--- src/rtl/cdb_arbiter_if.sv ---
// cdb_arbiter_if: common data bus arbitration bundle.
//   Producer side : req_valid_in, req_rob_ix_in, req_value_in, req_dest_in,
//                   rob_head_in (ROB head, only meaningful in age mode)
//   Arbiter side  : req_ready_out (one-hot combinational grant),
//                   cdb_valid_out / cdb_rob_ix_out / cdb_value_out /
//                   cdb_dest_out / cdb_src_out (registered CDB beat)
// Modports: slave = arbiter, master = producers / ROB context.
interface cdb_arbiter_if #(
  parameter int unsigned NUM_REQ  = 4,
  parameter int unsigned PTR_SIZE = 3
);
  localparam int unsigned SRC_W = (NUM_REQ > 1) ? $clog2(NUM_REQ) : 1;

  logic [NUM_REQ-1:0]               req_valid_in;
  logic [NUM_REQ-1:0][PTR_SIZE-1:0] req_rob_ix_in;
  logic [NUM_REQ-1:0][31:0]         req_value_in;
  logic [NUM_REQ-1:0][31:0]         req_dest_in;
  logic [PTR_SIZE-1:0]              rob_head_in;

  logic [NUM_REQ-1:0]               req_ready_out;
  logic                             cdb_valid_out;
  logic [PTR_SIZE-1:0]              cdb_rob_ix_out;
  logic [31:0]                      cdb_value_out;
  logic [31:0]                      cdb_dest_out;
  logic [SRC_W-1:0]                 cdb_src_out;

  modport slave (
    input  req_valid_in, req_rob_ix_in, req_value_in, req_dest_in, rob_head_in,
    output req_ready_out, cdb_valid_out, cdb_rob_ix_out, cdb_value_out,
           cdb_dest_out, cdb_src_out
  );

  modport master (
    output req_valid_in, req_rob_ix_in, req_value_in, req_dest_in, rob_head_in,
    input  req_ready_out, cdb_valid_out, cdb_rob_ix_out, cdb_value_out,
           cdb_dest_out, cdb_src_out
  );
endinterface

--- src/rtl/cdb_arbiter.sv ---
// cdb_arbiter: grants the single common data bus to at most one of NUM_REQ
// completing producers per cycle and drives one registered CDB beat that
// feeds the ROB write-back port and the reservation-station snoop ports.
// Ports:
//   clk_in  - clock, all state on posedge
//   rst_in  - synchronous active-high reset
//   bus     - cdb_arbiter_if.slave (request payloads in, one-hot grant and
//             registered CDB beat out)
// Arbitration: round-robin starting at rr_ptr; rr_ptr moves to winner+1.
// Optional feature macro: CDB_AGE_PRIO_EN -- when defined, the requester whose
// ROB index is closest to rob_head_in (oldest) wins, ties in round-robin order.
module cdb_arbiter #(
  parameter int unsigned NUM_REQ  = 4,
  parameter int unsigned PTR_SIZE = 3
) (
  input  logic         clk_in,
  input  logic         rst_in,
  cdb_arbiter_if.slave bus
);
  localparam int unsigned SRC_W = (NUM_REQ > 1) ? $clog2(NUM_REQ) : 1;
  localparam int unsigned IW    = SRC_W + 1;

  logic [SRC_W-1:0]    rr_ptr_q, rr_ptr_d;
  logic                grant_any;
  logic [SRC_W-1:0]    winner;
  logic [NUM_REQ-1:0]  ready;
  logic [IW-1:0]       sum;
  logic [SRC_W-1:0]    idx;

  logic                cdb_valid_q;
  logic [PTR_SIZE-1:0] cdb_rob_ix_q;
  logic [31:0]         cdb_value_q;
  logic [31:0]         cdb_dest_q;
  logic [SRC_W-1:0]    cdb_src_q;

`ifdef CDB_AGE_PRIO_EN
  logic [PTR_SIZE-1:0] age;
  logic [PTR_SIZE-1:0] best_age;
`else
  logic unused_rob_head;
  assign unused_rob_head = &{1'b0, bus.rob_head_in};
`endif

  // Candidates are visited in round-robin order; in age mode a later
  // candidate only displaces the current one with a strictly smaller age,
  // so equal ages resolve in round-robin order.
  always_comb begin
    grant_any = 1'b0;
    winner    = '0;
    sum       = '0;
    idx       = '0;
`ifdef CDB_AGE_PRIO_EN
    age       = '0;
    best_age  = '1;
`endif
    for (int unsigned off = 0; off < NUM_REQ; off++) begin
      sum = {1'b0, rr_ptr_q} + IW'(off);
      if (sum >= IW'(NUM_REQ)) sum = sum - IW'(NUM_REQ);
      idx = sum[SRC_W-1:0];
`ifdef CDB_AGE_PRIO_EN
      age = bus.req_rob_ix_in[idx] - bus.rob_head_in;
      if (bus.req_valid_in[idx] && (!grant_any || (age < best_age))) begin
        grant_any = 1'b1;
        winner    = idx;
        best_age  = age;
      end
`else
      if (bus.req_valid_in[idx] && !grant_any) begin
        grant_any = 1'b1;
        winner    = idx;
      end
`endif
    end
  end

  always_comb begin
    ready    = '0;
    rr_ptr_d = rr_ptr_q;
    if (grant_any && !rst_in) begin
      ready[winner] = 1'b1;
      rr_ptr_d = (winner == SRC_W'(NUM_REQ - 1)) ? '0 : winner + 1'b1;
    end
  end

  always_ff @(posedge clk_in) begin
    if (rst_in) begin
      rr_ptr_q     <= '0;
      cdb_valid_q  <= 1'b0;
      cdb_rob_ix_q <= '0;
      cdb_value_q  <= '0;
      cdb_dest_q   <= '0;
      cdb_src_q    <= '0;
    end else begin
      rr_ptr_q    <= rr_ptr_d;
      cdb_valid_q <= grant_any;
      if (grant_any) begin
        cdb_rob_ix_q <= bus.req_rob_ix_in[winner];
        cdb_value_q  <= bus.req_value_in[winner];
        cdb_dest_q   <= bus.req_dest_in[winner];
        cdb_src_q    <= winner;
      end
    end
  end

  assign bus.req_ready_out  = ready;
  assign bus.cdb_valid_out  = cdb_valid_q;
  assign bus.cdb_rob_ix_out = cdb_rob_ix_q;
  assign bus.cdb_value_out  = cdb_value_q;
  assign bus.cdb_dest_out   = cdb_dest_q;
  assign bus.cdb_src_out    = cdb_src_q;
endmodule

--- src/flat_wrapper.sv ---
// flat-port wrapper written by rule: the top's interface ports become plain ports
module cdb_arbiter_flat 
#(
  parameter int unsigned NUM_REQ  = 4,
  parameter int unsigned PTR_SIZE = 3
)
  (clk_in, rst_in, bus_req_valid_in, bus_req_rob_ix_in, bus_req_value_in, bus_req_dest_in, bus_rob_head_in, bus_req_ready_out, bus_cdb_valid_out, bus_cdb_rob_ix_out, bus_cdb_value_out, bus_cdb_dest_out, bus_cdb_src_out);
  cdb_arbiter_if #(.NUM_REQ(NUM_REQ), .PTR_SIZE(PTR_SIZE)) bus_i ();
  input  logic clk_in;
  input  logic rst_in;
  input wire logic [$bits(bus_i.req_valid_in)-1:0] bus_req_valid_in;
  input wire logic [$bits(bus_i.req_rob_ix_in)-1:0] bus_req_rob_ix_in;
  input wire logic [$bits(bus_i.req_value_in)-1:0] bus_req_value_in;
  input wire logic [$bits(bus_i.req_dest_in)-1:0] bus_req_dest_in;
  input wire logic [$bits(bus_i.rob_head_in)-1:0] bus_rob_head_in;
  output wire logic [$bits(bus_i.req_ready_out)-1:0] bus_req_ready_out;
  output wire logic [$bits(bus_i.cdb_valid_out)-1:0] bus_cdb_valid_out;
  output wire logic [$bits(bus_i.cdb_rob_ix_out)-1:0] bus_cdb_rob_ix_out;
  output wire logic [$bits(bus_i.cdb_value_out)-1:0] bus_cdb_value_out;
  output wire logic [$bits(bus_i.cdb_dest_out)-1:0] bus_cdb_dest_out;
  output wire logic [$bits(bus_i.cdb_src_out)-1:0] bus_cdb_src_out;
  assign bus_i.req_valid_in = bus_req_valid_in;
  assign bus_i.req_rob_ix_in = bus_req_rob_ix_in;
  assign bus_i.req_value_in = bus_req_value_in;
  assign bus_i.req_dest_in = bus_req_dest_in;
  assign bus_i.rob_head_in = bus_rob_head_in;
  assign bus_req_ready_out = bus_i.req_ready_out;
  assign bus_cdb_valid_out = bus_i.cdb_valid_out;
  assign bus_cdb_rob_ix_out = bus_i.cdb_rob_ix_out;
  assign bus_cdb_value_out = bus_i.cdb_value_out;
  assign bus_cdb_dest_out = bus_i.cdb_dest_out;
  assign bus_cdb_src_out = bus_i.cdb_src_out;
  cdb_arbiter #(.NUM_REQ(NUM_REQ), .PTR_SIZE(PTR_SIZE)) u_core (.clk_in(clk_in), .rst_in(rst_in), .bus(bus_i));
endmodule
--- config.mk ---
export PLATFORM = sky130hd
export DESIGN_NAME = cdb_arbiter_flat
export DESIGN_NICKNAME = d
export VERILOG_FILES = /design/src/rtl/cdb_arbiter_if.sv /design/src/rtl/cdb_arbiter.sv /design/src/flat_wrapper.sv
export SDC_FILE = /design/constraint.sdc
export NUM_CORES = 1
export LEC_CHECK = 0
export CELL_PAD_IN_SITES_DETAIL_PLACEMENT = 1
export CELL_PAD_IN_SITES_GLOBAL_PLACEMENT = 1
export CORE_ASPECT_RATIO = 0.7
export CORE_MARGIN = 10
export CORE_UTILIZATION = 22
export DETAILED_ROUTE_END_ITERATION = 8
export GPL_TIMING_DRIVEN = 0
export PLACE_DENSITY = 0.86
export SLEW_MARGIN = 10
export SYNTH_ARGS = -nofsm -noshare
export SYNTH_HDL_FRONTEND = slang
export SYNTH_SLANG_ARGS = --single-unit
--- constraint.sdc ---
create_clock -name clk_in -period 3.8 [get_ports clk_in]
set_clock_uncertainty 0.15 [all_clocks]
set_input_delay 1.14 -clock clk_in [delete_from_list [all_inputs] [get_ports clk_in]]
set_output_delay 1.14 -clock clk_in [all_outputs]
set_load 0.01 [all_outputs]
==> results_dict.tcl <==
set metrics [dict create \
    fin_ws_ns 0.125 \
    post-place-ws_ns -1.19 \
    ios 351 \
    min_from "u_core.bus.cdb_src_out[0]$_SDFFE_PP0P_" \
    synth_top_family_by_area "compound AO/OA/AOI/OAI gates" \
    first_global_vias 5784 \
    track_usage_pct 19.4 \
    root_buffer "clkbuf_16" \
    grt_pass1_wl_mm 36.8 \
    syn_area_per_cell_um2 9.54 \
    yosysWarnings 0 \
    cts_tree "yes" \
    routed-wl-met2_mm 11.8 \
    cts_buffers 9 \
    clk_latency_ns 0.34 \
    synth_cells 430 \
    rows 41 \
    tightestPinTransition_ns 0.654 \
    fmax_mhz 272 \
    min_path_type "flop to flop" \
    synthAdderAreaFrac_pct 0.305 \
    drc 0 \
    power_density_nw_per_um2 401 \
    synth_compound_area_share_pct 35.5 \
    min_period_over_period_pct 96.7 \
    power_leakage_nw 3.24 \
    fin_crit_ns 3.68 \
    slew_headroom_pct 56.4 \
    hold_end "u_core.bus.cdb_src_out[0]$_SDFFE_PP0P_" \
    crit_arrival_ns 2.39 \
    clock_path_buffers 2 \
    wl_met3_mm 2.61 \
    routedWlPerCell_um 24.3 \
    die_w_um 183 \
    synth_mux_area_share_pct 0.244 \
    startpoint_type "input pin" \
    gr-total-overflow 0 \
    synthSimpleGateAreaFrac_pct 23.1 \
    vias 5195 \
    cts_hold_buf 0 \
    outcome "finished clean" \
    drv_slew 0 \
    cts_sinks 72 \
    htreeDepth 3 \
    cp_data_required_time_ns 2.51 \
    ir_worst_vdd_uv 266 \
    highest_layer "met5" \
    finish.net_count 1071 \
    synth.cell_area_um2 4100 \
    r2r_setup_slack_ns 1.22 \
    reg2reg_to "u_core.bus.cdb_dest_out[30]$_SDFFE_PP0P_" \
    place.gp.congestion 0.866 \
    seq_area_frac_synth_pct 35.1 \
    start_util_pct 22.6 \
    rsz0062_at_grt "false" \
    synth.distinct_cells 29 \
    die_h_um 134 \
    path_clk_slew_ns 0.06 \
    finalHoldViolations 0 \
    antenna_found_initial 1 \
    end_kind "output pin" \
    synth-seq-cells 72 \
    drive_gt1_share_pct 7.52 \
    portBuffers 345 \
    r2r-start "u_core.rr_ptr_q[1]$_SDFFE_PP0P_" \
    drt-total-wl_mm 25.1 \
    die_area_um2 24600 \
    area_growth_syn_to_layout_pct 102 \
    synth-xor-area-share_pct 0 \
    reg2regPathDepth 7 \
    tns_ns 0 \
    synth_top_area_share_pct 35.1 \
    fin_cells 1034 \
    async_reset_ff_share_pct 0 \
    mappedNetlistNets 708 \
    synth_largest_area_cell "dfxtp_1" \
    core_area_um2 18200 \
    drt.antenna.violating_nets 0 \
    setup_viol 0 \
    drt_iter0_markers 287 \
    grt_max_degree 19 \
    drv_cap 0 \
    synth_edf_count 0 \
    firstDrtPassIters 5 \
    place_inst 1011 \
    met1_length_mm 10.3 \
    crit_path_max_fanout 6 \
    n_antenna_cell 0 \
    worstSetupPathType "input pin to output pin" \
    hold_depth 2 \
    place_hpwl_mm 20.3 \
    via_per_inst 5.02 \
    yosys-top-cells-area "dfxtp_1 35%, a221o_1 33%, and2_1 21%" \
    synth_flop_cell "dfxtp_1" \
]
==> stage by stage <==
stage | area [um2] | hold WS (ns) | power [W] | utilization, %
3_3_place_gp | 7850 | 0.321 | 0.00229 | 43.2
5_1_grt | 8310 | 0.379 | 0.00349 | 45.7
4_1_cts | 8290 | 0.347 | 0.00336 | 45.7
3_5_place_dp | 7850 | 0.338 | 0.00232 | 43.2
6_report | 8310 | 0.349 | 0.00333 | 45.7
2_1_floorplan | 4100 | 0.330 | 0.00153 | -
==> worst max-delay path, cell delays in order <==
cell and delay (ns):
buf_2 0.15, inv_2 0.13, o22ai_4 0.09, a211oi_4 0.27, ha_2 0.22, and2_1 0.11, dlygate4sd2_1 0.28
==> layer usage <==
layer / global-route usage, % / vias to the layer above
met4: 4.54 / 2
li1: - / 2410
met2: 32.7 / 227
met1: 22.1 / 2529
met5: 0 / -
met3: 8.71 / 27
==> cell type report <==
type / count / area (um2)
Buffer: 45 / 231
Sequential cell: 72 / 1440
Clock inverter: 4 / 75.1
Tap cell: 236 / 295
Inverter: 6 / 22.5
Fill cell: 2064 / 9850
Multi-Input combinational cell: 306 / 2480
Timing Repair Buffer: 353 / 3500
Clock buffer: 12 / 267
==> state kept, by name, summed over array words and instances (netlist names) <==
register / flops
u_core.bus.cdb_dest_out: 32
u_core.bus.cdb_rob_ix_out: 3
u_core.bus.cdb_src_out: 2
u_core.bus.cdb_valid_out: 1
u_core.bus.cdb_value_out: 32
u_core.rr_ptr_q: 2
==> cells in the final DEF, fill, tap and decap left out, drive strengths merged <==
cell type      count
and2             135
bufinv             2
or3                1
a21oi              9
a221o            134
dfxtp             72
mux2i              1
inv                6
a32oi              1
clkdlybuf4s50    338
dlygate4sd2        2
nand2              3
nor4               2
nor3               1
o21ai              4
clkbuf            43
ha                 1
clkinvlp           2
a211oi             2
o22ai              1
nand2b             2
buf               26
nor2               9
dlymetal6s2s       1
==> logic make-up after synthesis <==
group,count (synthesis)
compound gates,151
simple gates,153
buf+inv,52
flops,72
mux,1
fa+ha+maj,1
==> worst max path at each step <==
stage	startpoint	end	slack [ns]
floorplan	bus_req_valid_in[1]	bus_req_ready_out[3]	0.15
global placement	bus_req_valid_in[2]	bus_req_ready_out[3]	-1.14
detailed placement	bus_req_valid_in[2]	bus_req_ready_out[3]	-1.19
CTS	bus_req_valid_in[1]	bus_req_ready_out[0]	0.004
global route	bus_req_valid_in[2]	bus_req_ready_out[3]	0.01
finish	bus_req_valid_in[2]	bus_req_ready_out[3]	0.12
==> report_power, final <==
part	total (W)	internal [W]	leakage (nW)	switching [W]
Clock	0.000993	0.000630	0.161	0.000364
Combinational	0.00134	0.000798	2.48	0.000541
Sequential	0.000997	0.000914	0.599	0.0000830
Total	0.00333	0.00234	3.24	0.000988
==> timing repair <==
action	4_1_cts	5_1_grt
setup endpoints to repair	4	3
gates cloned	0	0
setup buffers	7	1
hold endpoints to repair	0	0
resized for setup	35	6
pin swaps	5	4
==> Yosys cell counts, types with 2 or more instances <==
master / n
a21oi_1: 8
a221o_1: 134
and2_1: 135
buf_2: 11
buf_4: 2
buf_6: 2
clkbuf_1: 29
dfxtp_1: 72
inv_1: 4
inv_2: 2
nand2_1: 3
nand2b_1: 2
nor2_1: 8
o21ai_1: 3
Power figures use the tool's default switching activity.
